`src/rtl/ftdi_fifo_master.sv`:
```
// FPGA-side master for the FTDI asynchronous 245-style byte FIFO.
// Arbitrates reads and writes on the shared ADBUS and exposes valid/ready byte streams to the core.
module ftdi_fifo_master #(
    parameter int unsigned RD_LOW_CYCLES  = 4,
    parameter int unsigned RD_HIGH_CYCLES = 3,
    parameter int unsigned WR_LOW_CYCLES  = 2,
    parameter int unsigned WR_HIGH_CYCLES = 3
) (
    input  logic       clock,
    input  logic       resetN,
    input  logic       rxf_n,
    input  logic       txe_n,
    input  logic [7:0] adbus_in,
    output logic [7:0] adbus_out,
    output logic       adbus_oe,
    output logic       ftdi_rd,
    output logic       ftdi_wr,
    output logic [7:0] rx_data,
    output logic       rx_valid,
    input  logic       rx_ready,
    input  logic [7:0] tx_data,
    input  logic       tx_valid,
    output logic       tx_ready
);
    localparam logic [2:0] IDLE       = 3'd0;
    localparam logic [2:0] RD_STROBE  = 3'd1;
    localparam logic [2:0] RD_RECOVER = 3'd2;
    localparam logic [2:0] WR_SETUP   = 3'd3;
    localparam logic [2:0] WR_STROBE  = 3'd4;
    localparam logic [2:0] WR_RECOVER = 3'd5;

    localparam logic OP_READ  = 1'b0;
    localparam logic OP_WRITE = 1'b1;

    logic       rxf_meta, rxf_s, txe_meta, txe_s;
    logic [2:0] state;
    logic [7:0] cnt;
    logic [7:0] hold;
    logic       last_op;
    logic       rd_ok, wr_ok, grant_rd, grant_wr;

    always_ff @(posedge clock or negedge resetN) begin
        if (!resetN) begin
            rxf_meta <= 1'b1;
            rxf_s    <= 1'b1;
            txe_meta <= 1'b1;
            txe_s    <= 1'b1;
        end else begin
            rxf_meta <= rxf_n;
            rxf_s    <= rxf_meta;
            txe_meta <= txe_n;
            txe_s    <= txe_meta;
        end
    end

    // On contention the operation not performed last wins, so neither direction starves.
    always_comb begin
        rd_ok    = !rxf_s && !rx_valid;
        wr_ok    = !txe_s && tx_valid;
        grant_rd = (state == IDLE) && rd_ok && (!wr_ok || last_op == OP_WRITE);
        grant_wr = (state == IDLE) && wr_ok && !grant_rd;
    end

    always_ff @(posedge clock or negedge resetN) begin
        if (!resetN) begin
            state     <= IDLE;
            cnt       <= '0;
            hold      <= '0;
            last_op   <= OP_WRITE;
            ftdi_rd   <= 1'b1;
            ftdi_wr   <= 1'b1;
            adbus_oe  <= 1'b0;
            adbus_out <= '0;
            rx_data   <= '0;
            rx_valid  <= 1'b0;
            tx_ready  <= 1'b0;
        end else begin
            tx_ready <= 1'b0;
            // A byte can only land while rx_valid is low, so the set below never races this clear.
            if (rx_valid && rx_ready)
                rx_valid <= 1'b0;

            case (state)
                IDLE: begin
                    if (grant_rd) begin
                        ftdi_rd <= 1'b0;
                        cnt     <= 8'(RD_LOW_CYCLES - 1);
                        state   <= RD_STROBE;
                    end else if (grant_wr) begin
                        tx_ready <= 1'b1;
                        hold     <= tx_data;
                        state    <= WR_SETUP;
                    end
                end
                RD_STROBE: begin
                    if (cnt == '0) begin
                        ftdi_rd  <= 1'b1;
                        rx_data  <= adbus_in;
                        rx_valid <= 1'b1;
                        cnt      <= 8'(RD_HIGH_CYCLES - 1);
                        state    <= RD_RECOVER;
                    end else begin
                        cnt <= cnt - 1'b1;
                    end
                end
                RD_RECOVER: begin
                    last_op <= OP_READ;
                    if (cnt == '0)
                        state <= IDLE;
                    else
                        cnt <= cnt - 1'b1;
                end
                WR_SETUP: begin
                    adbus_oe  <= 1'b1;
                    adbus_out <= hold;
                    cnt       <= 8'(WR_LOW_CYCLES);
                    state     <= WR_STROBE;
                end
                WR_STROBE: begin
                    if (cnt == '0) begin
                        ftdi_wr <= 1'b1;
                        cnt     <= 8'(WR_HIGH_CYCLES - 1);
                        state   <= WR_RECOVER;
                    end else begin
                        ftdi_wr <= 1'b0;
                        cnt     <= cnt - 1'b1;
                    end
                end
                WR_RECOVER: begin
                    // Bus stays driven for the first recovery cycle to give the FTDI hold time.
                    adbus_oe <= 1'b0;
                    last_op  <= OP_WRITE;
                    if (cnt == '0)
                        state <= IDLE;
                    else
                        cnt <= cnt - 1'b1;
                end
                default: state <= IDLE;
            endcase
        end
    end
endmodule
```
`config.mk`:
```
export PLATFORM = sky130hd
export DESIGN_NAME = ftdi_fifo_master
export DESIGN_NICKNAME = d
export VERILOG_FILES = /design/src/rtl/ftdi_fifo_master.sv
export SDC_FILE = /design/constraint.sdc
export NUM_CORES = 1
export LEC_CHECK = 0
export BUFFER_PORTS_ARGS = -buffer_cell sky130_fd_sc_hd__buf_2
export CAP_MARGIN = 10
export CORE_ASPECT_RATIO = 1.2
export CORE_MARGIN = 10
export CORE_UTILIZATION = 30
export DETAILED_ROUTE_END_ITERATION = 7
export GPL_TIMING_DRIVEN = 0
export PLACE_DENSITY = 0.48
export SLEW_MARGIN = 25
export SYNTH_ARGS = -nofsm -noshare
export SYNTH_HDL_FRONTEND = slang
export SYNTH_SLANG_ARGS = --single-unit
```
`constraint.sdc`:
```
create_clock -name clock -period 5.48 [get_ports clock]
set_clock_uncertainty 0.15 [all_clocks]
set_input_delay 0.274 -clock clock [delete_from_list [all_inputs] [get_ports clock]]
set_output_delay 0.274 -clock clock [all_outputs]
set_load 0.01 [all_outputs]
```
### Word level (Yosys, flattened, before mapping)

Index checks and enable logic that the tools add are counted.
W data, S select, Z words.

| word-level totals | value |
|---|---|
| register bits after elaboration | 45 |
| output and inout port bits | 21 |
| word-level logic and storage cells | 76 |

| operators by class | value |
|---|---|
| equality and inequality tests | 11 |
| mux-type cells | 22 |
| bitwise operators | 1 |
| $add $sub $neg | 1 |
| reduce and logical (&&, ||, !) cells | 26 |

Operator list:

| operator | number |
|---|---|
| $pmux W8 S4 | 1 |
| $mux W8 | 3 |
| $mux W3 | 5 |
| $pmux W3 S5 | 1 |
| $mux W1 | 9 |
| $reduce_and A3 Y1 | 3 |
| $logic_not A8 Y1 | 1 |
| $ne A2 B2 Y1 const B | 4 |
| $sub A8 B1 Y8 const B | 1 |
| $logic_and A1 B1 Y1 | 7 |
| $eq A3 B2 Y1 const B | 2 |
| $eq A3 B3 Y1 const B | 2 |
| $pmux W1 S2 | 3 |
| $reduce_bool A2 Y1 | 3 |
| $logic_not A1 Y1 | 5 |
| $reduce_and A4 Y1 | 1 |
| $reduce_bool A4 Y1 | 1 |
| $reduce_or A2 Y1 | 2 |
| $eq A3 B1 Y1 const B | 1 |
| $logic_not A3 Y1 | 1 |
| $ne A3 B3 Y1 const B | 1 |
| $ne A2 B1 Y1 const B | 1 |
| $reduce_and A2 Y1 | 1 |
| $logic_or A1 B1 Y1 | 1 |
| $not A1 Y1 | 1 |

### Longest topological paths before layout

| depth | value |
|---|---|
| depth after elaboration | 10 |
| gate-level depth with buffers | 7 |
| gate-level depth less buffers | 6 |

### Worst setup path before layout

No wires, ideal clock.

| timing path | value |
|---|---|
| path type | register to register |
| from | register cnt[0] |
| to | register rx_data[0] |
| clock period less this slack | 1987 ps |
| data required time | 5202 ps |
| setup slack | 3493 ps |
| stages on the path, launching flop included | 7 |
| arrival time | 1710 ps |
| path buffers | 0 |
| library setup time | 128 ps |
| path through | dfrtp_1 -> inv_1 -> ha_1 -> nor4b_4 -> nand2_1 -> nor2_8 -> mux2_1 |

| between the ends | value |
|---|---|
| word-level cells in the longest chain between the ends | 2 |

RTL lines:

| item | RTL line | RTL |
|---|---|---|
| start, declared | 37 | `logic [7:0] cnt;` |
| start signal, assigned | 87 | `cnt <= 8'(RD_LOW_CYCLES - 1);` |
| start signal, assigned | 100 | `cnt <= 8'(RD_HIGH_CYCLES - 1);` |
| start signal, assigned | 103 | `cnt <= cnt - 1'b1;` |
| $logic_not A8 Y1 | 96 | `if (cnt == '0) begin` |
| $reduce_and A2 Y1 (no line) | -- |  |
| end signal, assigned | 98 | `rx_data <= adbus_in;` |
| end, declared | 18 | `output logic [7:0] rx_data,` |

No other way between the ends.
A chain may end at the register's enable or synchronous reset.

### Worst setup path in the final report

| timing path | value |
|---|---|
| from | register cnt[0] |
| to | register rx_data[7] |

The elaborated chain is that of the path after synthesis.

==> impl_metrics.ini <==
[yosys]
synth.area.top_cells = dfrtp_1, dfstp_2, mux2_2, mux2_1, o21ai_0
synth_cells = 161
ys.flop_type = dfrtp_1
synth_top_cell_by_area = dfrtp_1
netlist-cell-type-count = 38
synth_top_area_frac = 0.489
synth_compound_area_frac = 0.118
synth_fa_ha_area_frac = 0.00643
synth_xor_area_frac = 0.00900
synth-edff-count = 0
syn_avg_cell_area_um2 = 12.1
synth-seq-area-share = 0.583
ys_ff_latch = 45
synth_top_family_by_area = multiplexers
synth-simple-area-share = 0.113
syn_area_um2 = 1950
async_reset_ff_frac = 1.00
ys_warn_count = 0
syn-num-nets = 184
synth.mux.area_fraction = 0.144

[power]
switchingPower_mw = 0.471
swShare = 0.344
seqPwrFrac = 0.409
internal-power_mw = 0.898
power.share.clock = 0.215
pwr-share-comb = 0.375
power_density_nw_per_um2 = 561
vdd_drop_max_mv = 0.236
p_leak_nw = 1.15

[floorplan]
start_util = 0.306
dieArea_um2 = 10100
io_pins = 43
die_w_um = 93.5
die_h_um = 108
coreArea_um2 = 6370
rows = 32

[detailed_routing]
routedWlPerCell_um = 13.9
post-route-drc-count = 0
first_iter_violations = 97
dr.pass1.iters = 4
vias = 1359
wl_mm = 4.17
ant_nets = 0
viasPerCell = 4.53

[timing]
whs_ns = 0.0339
hold_viol = 0
final_max_slew_viol_count = 0
tightest_slew_ns = 0.643
setup_viol = 0
tns_ns = 0
fin_crit_sh = 0.414
rsz0062_at_grt = no
slew_headroom = 0.569
min_period_ns = 2.27
max_freq_mhz = 441

[layout]
syn2layout_area_growth_pct = 25.3
nNetsFinal = 237
diodes = 0
drive_gt1_frac = 0.372
stdcell_count = 300
final_cell_mix = buf_2, dfrtp_1, mux2_2
final_common_cell = buf_2

[worst_setup_path]
crit_path_end_kind = flop
worst_ep_required_time_ns = 5.51
arrival_ns = 2.30
worst_setup_path_start_kind = flop
path_class = reg -> reg
crit_fanout = 8

[global_routing]
grt_max_degree = 46
grt_pass1_wl_mm = 7.12
antenna_found_initial = 0
first_global_vias = 1437
grt_overflow = 0
grt_usage = 0.0877

[clock_network]
clock-sinks = 45
cts.path.max_buffers = 2
cts.clk_slew.worst_paths_ns = 0.09
cts_tree = done
numCtsBuffers = 5
cts-root-buf = clkbuf_8
h-tree-depth = 2
insertion_delay_ns = 0.30

[run]
drv_cap = 0

[place]
dp_hpwl_mm = 3.04
place_inst = 288
gp_congestion = 0.734
portBuffers = 42

[status]
outcome = completed

[worst_hold_path]
hold_class = in -> reg
-- worst paths after layout --
check / slack [ns] / from / cells past startpoint / to
setup / recovery: 3.21 / cnt[0] / 6 / rx_data[7]
hold / removal: 0.03 / adbus_in[5] / 2 / rx_data[5]
min in group asynchronous: 0.35 / resetN / 2 / rx_data[0]
max in group asynchronous: 4.42 / resetN / 2 / ftdi_wr
hold reg to reg: 0.21 / txe_meta / 0 / txe_s
setup reg to reg: 3.21 / cnt[0] / 6 / rx_data[7]
-- per-layer routing --
metal  track usage  part of all wire
met5             0                 0
met2         0.147              0.51
met4        0.0331             0.015
met3        0.0229             0.032
met1         0.105              0.45
-- stage by stage --
| step | cell area (um2) | worst slack (ns) | util | power (mW) |
|---|---|---|---|---|
| 6_report | 2440 | 3.21 | 0.383 | 1.37 |
| 5_1_grt | 2440 | 3.03 | 0.383 | 1.48 |
| 4_1_cts | 2440 | 3.17 | 0.383 | 1.39 |
| 3_5_place_dp | 2260 | 3.18 | 0.356 | 1.09 |
| 3_3_place_gp | 2260 | 3.20 | 0.355 | 1.09 |
| 2_1_floorplan | 1950 | 3.49 | - | 0.912 |
-- state kept, by name (all words and copies together) (netlist names) --
register / cells
adbus_oe: 1
adbus_out: 8
cnt: 8
ftdi_rd: 1
ftdi_wr: 1
hold: 8
last_op: 1
rx_data: 8
rx_valid: 1
rxf_meta: 1
rxf_s: 1
state: 3
tx_ready: 1
txe_meta: 1
txe_s: 1
-- power groups by stage --
stage / logic, mW / clock network [mW] / registers [mW]
finish: 0.514 / 0.295 / 0.560
global route: 0.580 / 0.319 / 0.585
CTS: 0.527 / 0.305 / 0.563
detailed placement: 0.523 / 0 / 0.568
global placement: 0.520 / 0 / 0.567
floorplan: 0.323 / 0 / 0.589
-- critical path, cell delays in order, from the launching register on --
cell,delay (ns)
dfrtp_1,0.43
inv_1,0.10
ha_1,0.19
nor4b_4,0.42
nand2_1,0.29
nor2_8,0.24
mux2_1,0.34
-- layout make-up --
cell class | instances | area (um2)
inverters | 7 | 26.3
plain buffers | 5 | 25.0
flip-flops and latches | 45 | 1130
clock buffers | 5 | 68.8
well taps | 85 | 106
repair buffers | 46 | 253
multi-input cells | 104 | 759
clock inverters | 3 | 65.1
fillers | 646 | 3930
-- cells by family (layout without fill, tap and decap cells) --
kind of cell               count (synthesis)  in the layout
xor gates and xnor gates                   2              2
and+or+nand+nor                           39             39
adders and majority gates                  1              1
muxes                                     25             25
AOI/OAI and AO/OA                         37             37
buffers and inverters                     12             66
DFF                                       45             45
-- synthesized netlist by cell type (2+ instances only) --
cell type	instances
a31oi_1	4
dfstp_2	7
xnor2_1	2
o21a_1	2
nand2_1	14
nor2_1	9
a21oi_1	5
mux2_1	8
mux2_2	16
clkbuf_1	2
and2_1	2
nor2b_1	3
o21ai_1	3
o21ai_0	13
nor3_1	3
dfrtp_1	38
inv_1	7
o31ai_1	2
buf_2	2
-- what timing repair did --
| action | CTS | global route |
|---|---|---|
| gates resized for setup | 0 | 0 |
| setup buffers | 0 | 0 |
| hold buffers | 4 | 0 |
| endpoints found under the hold margin | 41 | 0 |
| setup endpoints to repair | 0 | 0 |
Note: power is estimated with default switching activity, not from simulation.
